### src/rtl/ram_fifo_dispatch.sv
// ram_fifo_dispatch: drains descriptor-addressed words from the block cache RAM
// into 2**NCH_LOG2 per-output-block FIFOs. Channels are arbitrated round-robin,
// one descriptor at a time, and every RAM read is gated by FIFO credit.
//
// Optional feature: define RAM_FIFO_DISPATCH_STALL_CNT_EN to build a 16-bit
// saturating counter of credit-stall cycles on stall_cnt. When the macro is
// undefined, stall_cnt is tied to zero.
//
// Handshake: a descriptor on channel c transfers on the rising edge where
// desc_valid[c] and desc_ready[c] are both high. desc_ready is combinational,
// at most one bit is set, and only in IDLE. A pending descriptor keeps
// desc_valid high and its fields stable until it is accepted.
module ram_fifo_dispatch #(
  parameter int DATA_WIDTH       = 24,
  parameter int RAM_AW           = 8,
  parameter int NCH_LOG2         = 2,
  parameter int FIFO_DEPTH_WIDTH = 4,
  parameter int RD_LAT           = 1
) (
  input  logic                                       clk,
  input  logic                                       rst,
  input  logic [(1<<NCH_LOG2)-1:0]                   desc_valid,
  output logic [(1<<NCH_LOG2)-1:0]                   desc_ready,
  input  logic [(1<<NCH_LOG2)*RAM_AW-1:0]            desc_addr,
  input  logic [(1<<NCH_LOG2)*RAM_AW-1:0]            desc_len,
  output logic                                       ren,
  output logic [RAM_AW-1:0]                          raddr,
  input  logic [DATA_WIDTH-1:0]                      rdata,
  output logic [(1<<NCH_LOG2)-1:0]                   fifo_wrreq,
  output logic [(1<<NCH_LOG2)*DATA_WIDTH-1:0]        fifo_data,
  output logic [(1<<NCH_LOG2)-1:0]                   fifo_wt,
  input  logic [(1<<NCH_LOG2)*(FIFO_DEPTH_WIDTH+1)-1:0] fifo_count,
  output logic                                       addr_finish,
  output logic [NCH_LOG2-1:0]                        finish_ch,
  output logic                                       busy,
  output logic [15:0]                                stall_cnt
);

  localparam int NCH = 1 << NCH_LOG2;
  localparam int CW  = FIFO_DEPTH_WIDTH + 1;
  localparam int CAP = 1 << FIFO_DEPTH_WIDTH;

  typedef enum logic [1:0] {
    IDLE  = 2'd0,
    READ  = 2'd1,
    DRAIN = 2'd2,
    DONE  = 2'd3
  } state_t;

  state_t state;

  // Arbiter
  logic [NCH_LOG2-1:0] last_grant;
  logic [NCH_LOG2-1:0] gnt_idx;
  logic [NCH_LOG2-1:0] scan_idx;
  logic                gnt_found;
  logic                accept;

  // Active descriptor
  logic [NCH_LOG2-1:0] ch;
  logic [RAM_AW-1:0]   rd_ptr;
  logic [RAM_AW-1:0]   rem;      // words still to read, minus one

  // Credit
  logic [CW-1:0]       pend;
  logic [CW-1:0]       cur_count;
  logic [CW:0]         occupancy;
  logic                credit_ok;
  logic                issue;

  // Read pipeline
  logic                ren_last;
  logic [RD_LAT-1:0]   pipe_v;
  logic [RD_LAT-1:0]   pipe_l;
  logic                pipe_out_v;
  logic                pipe_out_l;
  logic [DATA_WIDTH-1:0] dout;

  // Round-robin search starting one past the last granted channel
  always_comb begin
    gnt_found = 1'b0;
    gnt_idx   = '0;
    scan_idx  = '0;
    for (int i = 0; i < NCH; i++) begin
      scan_idx = last_grant + NCH_LOG2'(i + 1);
      if (!gnt_found && desc_valid[scan_idx]) begin
        gnt_found = 1'b1;
        gnt_idx   = scan_idx;
      end
    end
  end

  assign accept = (state == IDLE) && gnt_found && !rst;

  // Ready goes to the winning channel only while idle
  always_comb begin
    desc_ready = '0;
    if (accept) begin
      desc_ready[gnt_idx] = 1'b1;
    end
  end

  // Credit: words already in the FIFO plus words in flight must stay below CAP
  assign cur_count = fifo_count[ch*CW +: CW];
  assign occupancy = {1'b0, cur_count} + {1'b0, pend};
  assign credit_ok = occupancy < (CW+1)'(CAP);
  assign issue     = (state == READ) && credit_ok;

  assign pipe_out_v = pipe_v[RD_LAT-1];
  assign pipe_out_l = pipe_l[RD_LAT-1];

  assign busy      = (state != IDLE);
  assign fifo_data = {NCH{dout}};

  // Main FSM: descriptor latch, read issue, drain wait and completion pulse
  always_ff @(posedge clk) begin
    if (rst) begin
      state       <= IDLE;
      last_grant  <= NCH_LOG2'(NCH - 1);
      ch          <= '0;
      rd_ptr      <= '0;
      rem         <= '0;
      ren         <= 1'b0;
      raddr       <= '0;
      ren_last    <= 1'b0;
      addr_finish <= 1'b0;
      finish_ch   <= '0;
    end else begin
      ren         <= 1'b0;
      ren_last    <= 1'b0;
      addr_finish <= 1'b0;
      case (state)
        IDLE: begin
          if (accept) begin
            ch         <= gnt_idx;
            last_grant <= gnt_idx;
            rd_ptr     <= desc_addr[gnt_idx*RAM_AW +: RAM_AW];
            rem        <= desc_len[gnt_idx*RAM_AW +: RAM_AW];
            state      <= READ;
          end
        end
        READ: begin
          if (issue) begin
            ren      <= 1'b1;
            raddr    <= rd_ptr;
            // Address wraps naturally at 2**RAM_AW
            rd_ptr   <= rd_ptr + RAM_AW'(1);
            ren_last <= (rem == '0);
            if (rem == '0) begin
              state <= DRAIN;
            end else begin
              rem <= rem - RAM_AW'(1);
            end
          end
        end
        DRAIN: begin
          // Once nothing is left in the read path, the word in the output
          // register is the final one and leaves on this edge.
          if (!ren && (pipe_v == '0)) begin
            state       <= DONE;
            addr_finish <= 1'b1;
            finish_ch   <= ch;
          end
        end
        DONE: begin
          state <= IDLE;
        end
        default: begin
          state <= IDLE;
        end
      endcase
    end
  end

  // Delay line carrying valid/last alongside each outstanding RAM read
  always_ff @(posedge clk) begin
    if (rst) begin
      pipe_v <= '0;
      pipe_l <= '0;
    end else begin
      pipe_v[0] <= ren;
      pipe_l[0] <= ren_last;
      for (int i = 1; i < RD_LAT; i++) begin
        pipe_v[i] <= pipe_v[i-1];
        pipe_l[i] <= pipe_l[i-1];
      end
    end
  end

  // Output register: capture returning data and strobe the active lane
  always_ff @(posedge clk) begin
    if (rst) begin
      fifo_wrreq <= '0;
      fifo_wt    <= '0;
      dout       <= '0;
    end else begin
      fifo_wrreq <= '0;
      fifo_wt    <= '0;
      if (pipe_out_v) begin
        fifo_wrreq[ch] <= 1'b1;
        fifo_wt[ch]    <= pipe_out_l;
        dout           <= rdata;
      end
    end
  end

  // In-flight word count: up on issue, down once fifo_count has absorbed a write
  always_ff @(posedge clk) begin
    if (rst) begin
      pend <= '0;
    end else begin
      pend <= pend + CW'(issue) - CW'(|fifo_wrreq);
    end
  end

`ifdef RAM_FIFO_DISPATCH_STALL_CNT_EN
  logic [15:0] stall_q;

  // Saturating count of READ cycles blocked by zero credit
  always_ff @(posedge clk) begin
    if (rst) begin
      stall_q <= '0;
    end else if (accept) begin
      stall_q <= '0;
    end else if ((state == READ) && !credit_ok && (stall_q != 16'hFFFF)) begin
      stall_q <= stall_q + 16'd1;
    end
  end

  assign stall_cnt = stall_q;
`else
  assign stall_cnt = 16'd0;
`endif

endmodule

### config.mk
export PLATFORM = sky130hd
export DESIGN_NAME = ram_fifo_dispatch
export DESIGN_NICKNAME = d
export VERILOG_FILES = /design/src/rtl/ram_fifo_dispatch.sv
export SDC_FILE = /design/constraint.sdc
export NUM_CORES = 1
export LEC_CHECK = 0
export BUFFER_PORTS_ARGS = -buffer_cell sky130_fd_sc_hd__clkbuf_2
export CORE_MARGIN = 4
export CORE_UTILIZATION = 42
export CTS_CLUSTER_DIAMETER = 120
export DETAILED_ROUTE_END_ITERATION = 7
export HOLD_SLACK_MARGIN = 0.06
export PLACE_DENSITY = 0.78
export SLEW_MARGIN = 15
export SYNTH_ARGS = -nofsm -noshare
export SYNTH_HDL_FRONTEND = slang
export SYNTH_SLANG_ARGS = --single-unit
### constraint.sdc
create_clock -name clk -period 3.83 [get_ports clk]
set_input_delay 0 -clock clk [delete_from_list [all_inputs] [get_ports clk]]
set_output_delay 0 -clock clk [all_outputs]
set_load 0.02 [all_outputs]
Yosys cells after proc, flatten, opt, wreduce, memory -nomap -nowiden
Cells that the tools add are included.

word-level totals
  register bits = 74
  word-level logic and storage cells = 114
  input bits = 114

cells by class
  reduce and logical (&&, ||, !) cells = 29
  mux-type cells = 35
  $add $sub $neg = 8
  bitwise logic cells = 5
  multipliers = 1
  shift-type cells = 3
  eq/ne operators = 8
  $lt $le $gt $ge = 9

operators with widths
  cell                                                 number
  indexed part select 32 x 6 -> 8 bit                  2
  2-to-1 mux 8 bit                                     5
  one-hot mux 8 bit (2 select lines)                   2
  indexed part select 20 x 6 -> 5 bit                  1
  < comparator 2 x 3 -> 1 bit (second input constant)  6
  2-to-1 mux 2 bit                                     8
  2-to-1 mux 1 bit                                     12
  logical AND 1 bit                                    9
  adder 8 x 1 -> 8 bit (second input constant)         1
  binary-select mux 1 bit (select 2 bit)               4
  zero test 8 bit                                      1
  != test 2 bit (second input constant)                4
  one-hot mux 2 bit (4 select lines)                   1
  AND reduction 4 bit                                  2
  subtractor 8 x 1 -> 8 bit (second input constant)    1
  adder 5 x 5 -> 6 bit                                 1
  < comparator 6 x 5 -> 1 bit (second input constant)  1
  AND reduction 2 bit                                  3
  OR reduction 2 bit                                   3
  adder 5 x 1 -> 5 bit                                 1
  zero test 1 bit                                      5
  multiplier 2 x 3 -> 5 bit (second input constant)    1
  subtractor 5 x 1 -> 5 bit                            1
  adder 2 bit (second input constant)                  2
  other kinds (14)                                     21

Longest topological paths before layout
  depth in word-level cells = 18
  gate-level depth with buffers = 17

Worst setup path after synthesis
No wires, ideal clock.

  kind = register to register
  from = reg ch[0]
  to = reg pend[4]
  path buffers = 3
  slack = 144 ps
  cell stages (with the launch flop) = 18
  required time = 3702 ps
  data arrival time = 3559 ps
  clock period less this slack = 3686 ps
  setup time = 128 ps
  path through = dfxtp_1 buf_2 mux4_2 ha_1 nor3_2 o311a_1 a21o_1 buf_4 inv_2 buf_2 ha_1 inv_1 ha_1 fa_1 a21o_1 a21oi_1 xnor2_1 nor2_1

between the ends
  cells in the longest elaborated chain, start to end = 7

ends and longest elaborated chain
  element                              line  source
  from (decl)                          60    logic [NCH_LOG2-1:0] ch;
  from (signal assigned)               135   ch <= gnt_idx;
  multiplier 2 x 3 -> 5 bit            104   assign cur_count = fifo_count[ch*CW +: CW];
  indexed part select 20 x 6 -> 5 bit  104
  adder 5 x 5 -> 6 bit                 105   assign occupancy = {1'b0, cur_count} + {1'b0, pend};
  < comparator 6 x 5 -> 1 bit          106   assign credit_ok = occupancy < (CW+1)'(CAP);
  logical AND 1 bit                    107   assign issue = (state == READ) && credit_ok;
  adder 5 x 1 -> 5 bit                 212   pend <= pend + CW'(issue) - CW'(|fifo_wrreq);
  subtractor 5 x 1 -> 5 bit            212
  to (signal assigned)                 212
  to (decl)                            65    logic [CW-1:0] pend;

Every way passes these cells.
A chain may end at the register's enable or synchronous reset.

Worst setup path in the final report
Ends and elaborated chain as after synthesis.

==> out/qor.csv <==
stage;metric;value;unit
synthesis;Seq/Total Area, Yosys;30.7;%
worst_setup_path;slowest stage cell, crit path;mux4_2;
cts;CTS tree;done;
cts;CTS root buffer;clkbuf_16;
synthesis;count of state elements after synthesis;74;
timing;setup TNS;0;ns
synthesis;Synth top cells by count;buf_4 (91), dfxtp_1 (74), nor2_1 (62);
pwr;leakage;2.87;nW
final_layout;# fillers;1032;
worst_setup_path;cell mode on critical path;ha_1;
worst_setup_path;flop2flop setup slack;0.32;ns
route;via count;4498;
worst_setup_path;slowest stage delay, CP;0.51;ns
worst_setup_path;CP delay by family, top;adder cells;
synthesis;EDFF count, synth;0;
timing;Slew @ Worst Pin;0.961;ns
synthesis;post-synth top area cell;dfxtp_1;
cts;Clock Tree Buf Depth;2;
worst_setup_path;critical-path cell list;buf_4 -> mux4_2 -> ha_1 -> nor3_2 -> o311a_1 -> a21o_1 -> inv_2 -> ha_1 -> inv_1 -> ha_1 -> fa_1 -> a21o_1 -> a21oi_1 -> xnor2_1 -> nor2_1;
synthesis;mean post-synth cell area;8.72;um2
pwr;Design Power;4.23;mW
final_layout;final net count;862;
timing;Max Clock Freq;285;MHz
worst_setup_path;Crit Path Category;flip-flop to flip-flop;
placed_design;DP HPWL;10400;um
worst_setup_path;CP bufs+invs;3;
route;post-route ant nets;0;
flow_run;max cap viols;0;
floorplan;Initial Util;43.8;%
synthesis;count of cell types in the netlist;61;
run_status;status;completed;
pwr;power per cell area;698;nW/um2
floorplan;I/O pins;251;
synthesis;mapped cell area;4830;um2
timing;Final Cycle Share;91.6;%
floorplan;CORE AREA;11000;um2
floorplan;Die Ht;115;um
timing;fin. max-slew vios;0;
synthesis;asr flop ratio synth;0;%
worst_hold_path;HP Start;desc_len[11];
worst_setup_path;Worst EP required;4.03;ns
worst_setup_path;r2r endpoint;pend[4];
synthesis;top-area cell type share of the netlist area;30.7;%
cts;Clk Latency, worst-skew pair;0.33;ns
synthesis;Yosys warning total;0;
cts;Worst-path clk slew;0.06;ns
worst_hold_path;worst hold path type;input port to flip-flop;
pwr;Peak VDD IR;384;uV
cts;Post-CTS Setup Bufs;0;
timing;Fin. Hold Viols;0;
worst_setup_path;reg-to-reg startpoint;ch[0];
worst_setup_path;CP Launch Type;flip-flop;
timing;clk_skew;0.00507;ns
timing;post-route minimum period;3.51;ns
worst_setup_path;Crit. End Element;flip-flop;
worst_setup_path;FF-to-FF path depth;15;
synthesis;Area contributors post-synth;dfxtp_1 (31%), buf_4 (14%), mux2i_1 (9.5%), nor2_1 (4.8%), ha_1 (4.1%);
final_layout;layout cells sized above 1;39.3;%
cts;H-tree depth;3;
timing;count of final setup violators;0;
final_layout;Sequential Area;1480;um2
route;residual DRC count;0;
global_route;GR Overflow Total;0;
timing;WHS;0.0803;ns
timing;Final WS setup;0.322;ns
timing;RSZ-0062 raised after global routing;no;
route;drt total wl;13700;um
placed_design;pre-CTS setup slack;0.323;ns
synthesis;count leader, synth;buf_4;
route;DRT iter0 DRCs;234;
synthesis;Main synth FF type;dfxtp_1;
cts;Num CTS Buffers;9;
final_layout;area grow syn2layout;25.4;%
worst_setup_path;CP max FO;7;
worst_setup_path;crit path DAT;3.70;ns
placed_design;PortBufs;234;
floorplan;die area;13300;um2
timing;slew margin rel.;35.9;%
floorplan;die width;115;um
route;DRT Pass-1 Iters;4;
route;DR WL/cell;15.6;um
global_route;pin count of the biggest net entering global routing;51;
worst_setup_path;CP startpoint;ch[0];
final_layout;area of the multi-input gates;2560;um2
cts;CTS sink cnt;74;
synthesis;post-synthesis cell count;554;
global_route;initial antenna violation count;0;
floorplan;row cnt;38;
route;Via density;5.12;
global_route;Tot GR Track Use;19.7;%
placed_design;GP Congestion;0.869;
global_route;first-pass GRT wire length;20600;um
worst_hold_path;Hold Path Depth;4;
global_route;vias in the first global route;4209;
worst_hold_path;worst hold endpoint;rem[3];
state kept, by name, indices dropped and copies added, names as in the netlist, 2 cells and up:
name and cells:
pend 5, fifo_wt 4, ch 2, rd_ptr 8, fifo_wrreq 4, last_grant 2, rem 8, raddr 8
dout 24, finish_ch 2, state 2
layout by cell type (no fill, tap or decap), types with 8 or more instances in the layout:
master / Yosys / routed
nor2_1: 62 / 62
dfxtp_1: 74 / 73
nand3_1: 11 / 11
nand2_1: 41 / 41
mux4_2: 8 / 8
inv_1: 19 / 19
dlygate4sd3_1: 0 / 24
nand2b_1: 8 / 8
a21oi_1: 28 / 28
ha_1: 16 / 16
a31oi_1: 9 / 8
o21ai_0: 10 / 10
mux2i_1: 46 / 46
nor3_1: 8 / 8
conb_1: 1 / 16
clkbuf_16: 0 / 9
nor2b_1: 9 / 9
clkbuf_2: 0 / 234
kinds of logic (layout without fill, tap and decap cells):
logic type               count (synthesis)  count (layout)  synth area share, %
multiplexers                            63              63                 15.4
AND/OR/NAND/NOR                        167             167                 16.9
other                                    1              18               0.0776
adder cells (fa/ha/maj)                 17              17                 4.56
buffers and inverters                  134             301                 17.8
AO/OA/AOI/OAI                           94              94                 13.9
XOR/XNOR                                 4               4                0.726
flip-flops                              74              74                 30.7
metrics by stage:
step / instance area, um2 / cells / util, %
detailed placement: 5510 / 836 / 50.0
CTS: 6050 / 876 / 54.9
global placement: 5510 / 836 / 50.0
finish: 6060 / 878 / 54.9
floorplan: 4890 / 569 / -
global route: 6050 / 876 / 54.9
report_power, final:
group,internal (mW),switching (mW)
sequential,0.944,0.202
clock,0.506,0.335
combinational,0.911,1.33
layout make-up:
type | instances | area share, %
antenna | 2 | 0.0826
clock buffer | 10 | 3.78
clock inverter | 6 | 1.12
inverter | 21 | 1.30
multi-input combinational | 361 | 42.3
sequential | 74 | 24.5
tap | 140 | 2.89
timing repair buffer | 264 | 24.0
how the worst max path moves through the flow:
| stage | to | slack [ns] | depth (start not counted) |
|---|---|---|---|
| final | pend[4] | 0.32 | 15 |
| after global routing | pend[4] | 0.02 | 15 |
| after CTS | pend[4] | 0.29 | 15 |
| after detailed placement | pend[4] | 0.32 | 15 |
| after global placement | pend[4] | 0.40 | 14 |
| after floorplan | pend[4] | 0.14 | 17 |
metal layers:
metal	global-route usage (%)	up-vias	routed length, um
met2	39.5	192	7510
met3	4.84	16	1110
met4	4.62	0	150
met1	20.3	2110	4960
met5	0	-	0
li1	-	2180	-
worst min-delay path: stages:
cell and delay, ns:
clkbuf_2 0.07, mux2_2 0.13, a211oi_1 0.06, o32ai_1 0.10
timing repair:
| item | in CTS | in global routing |
|---|---|---|
| resized for setup | 0 | 0 |
| hold endpoints to repair | 24 | 0 |
| setup endpoints to repair | 0 | 0 |
| hold buffers | 24 | 0 |
Power figures use the tool's default switching activity.
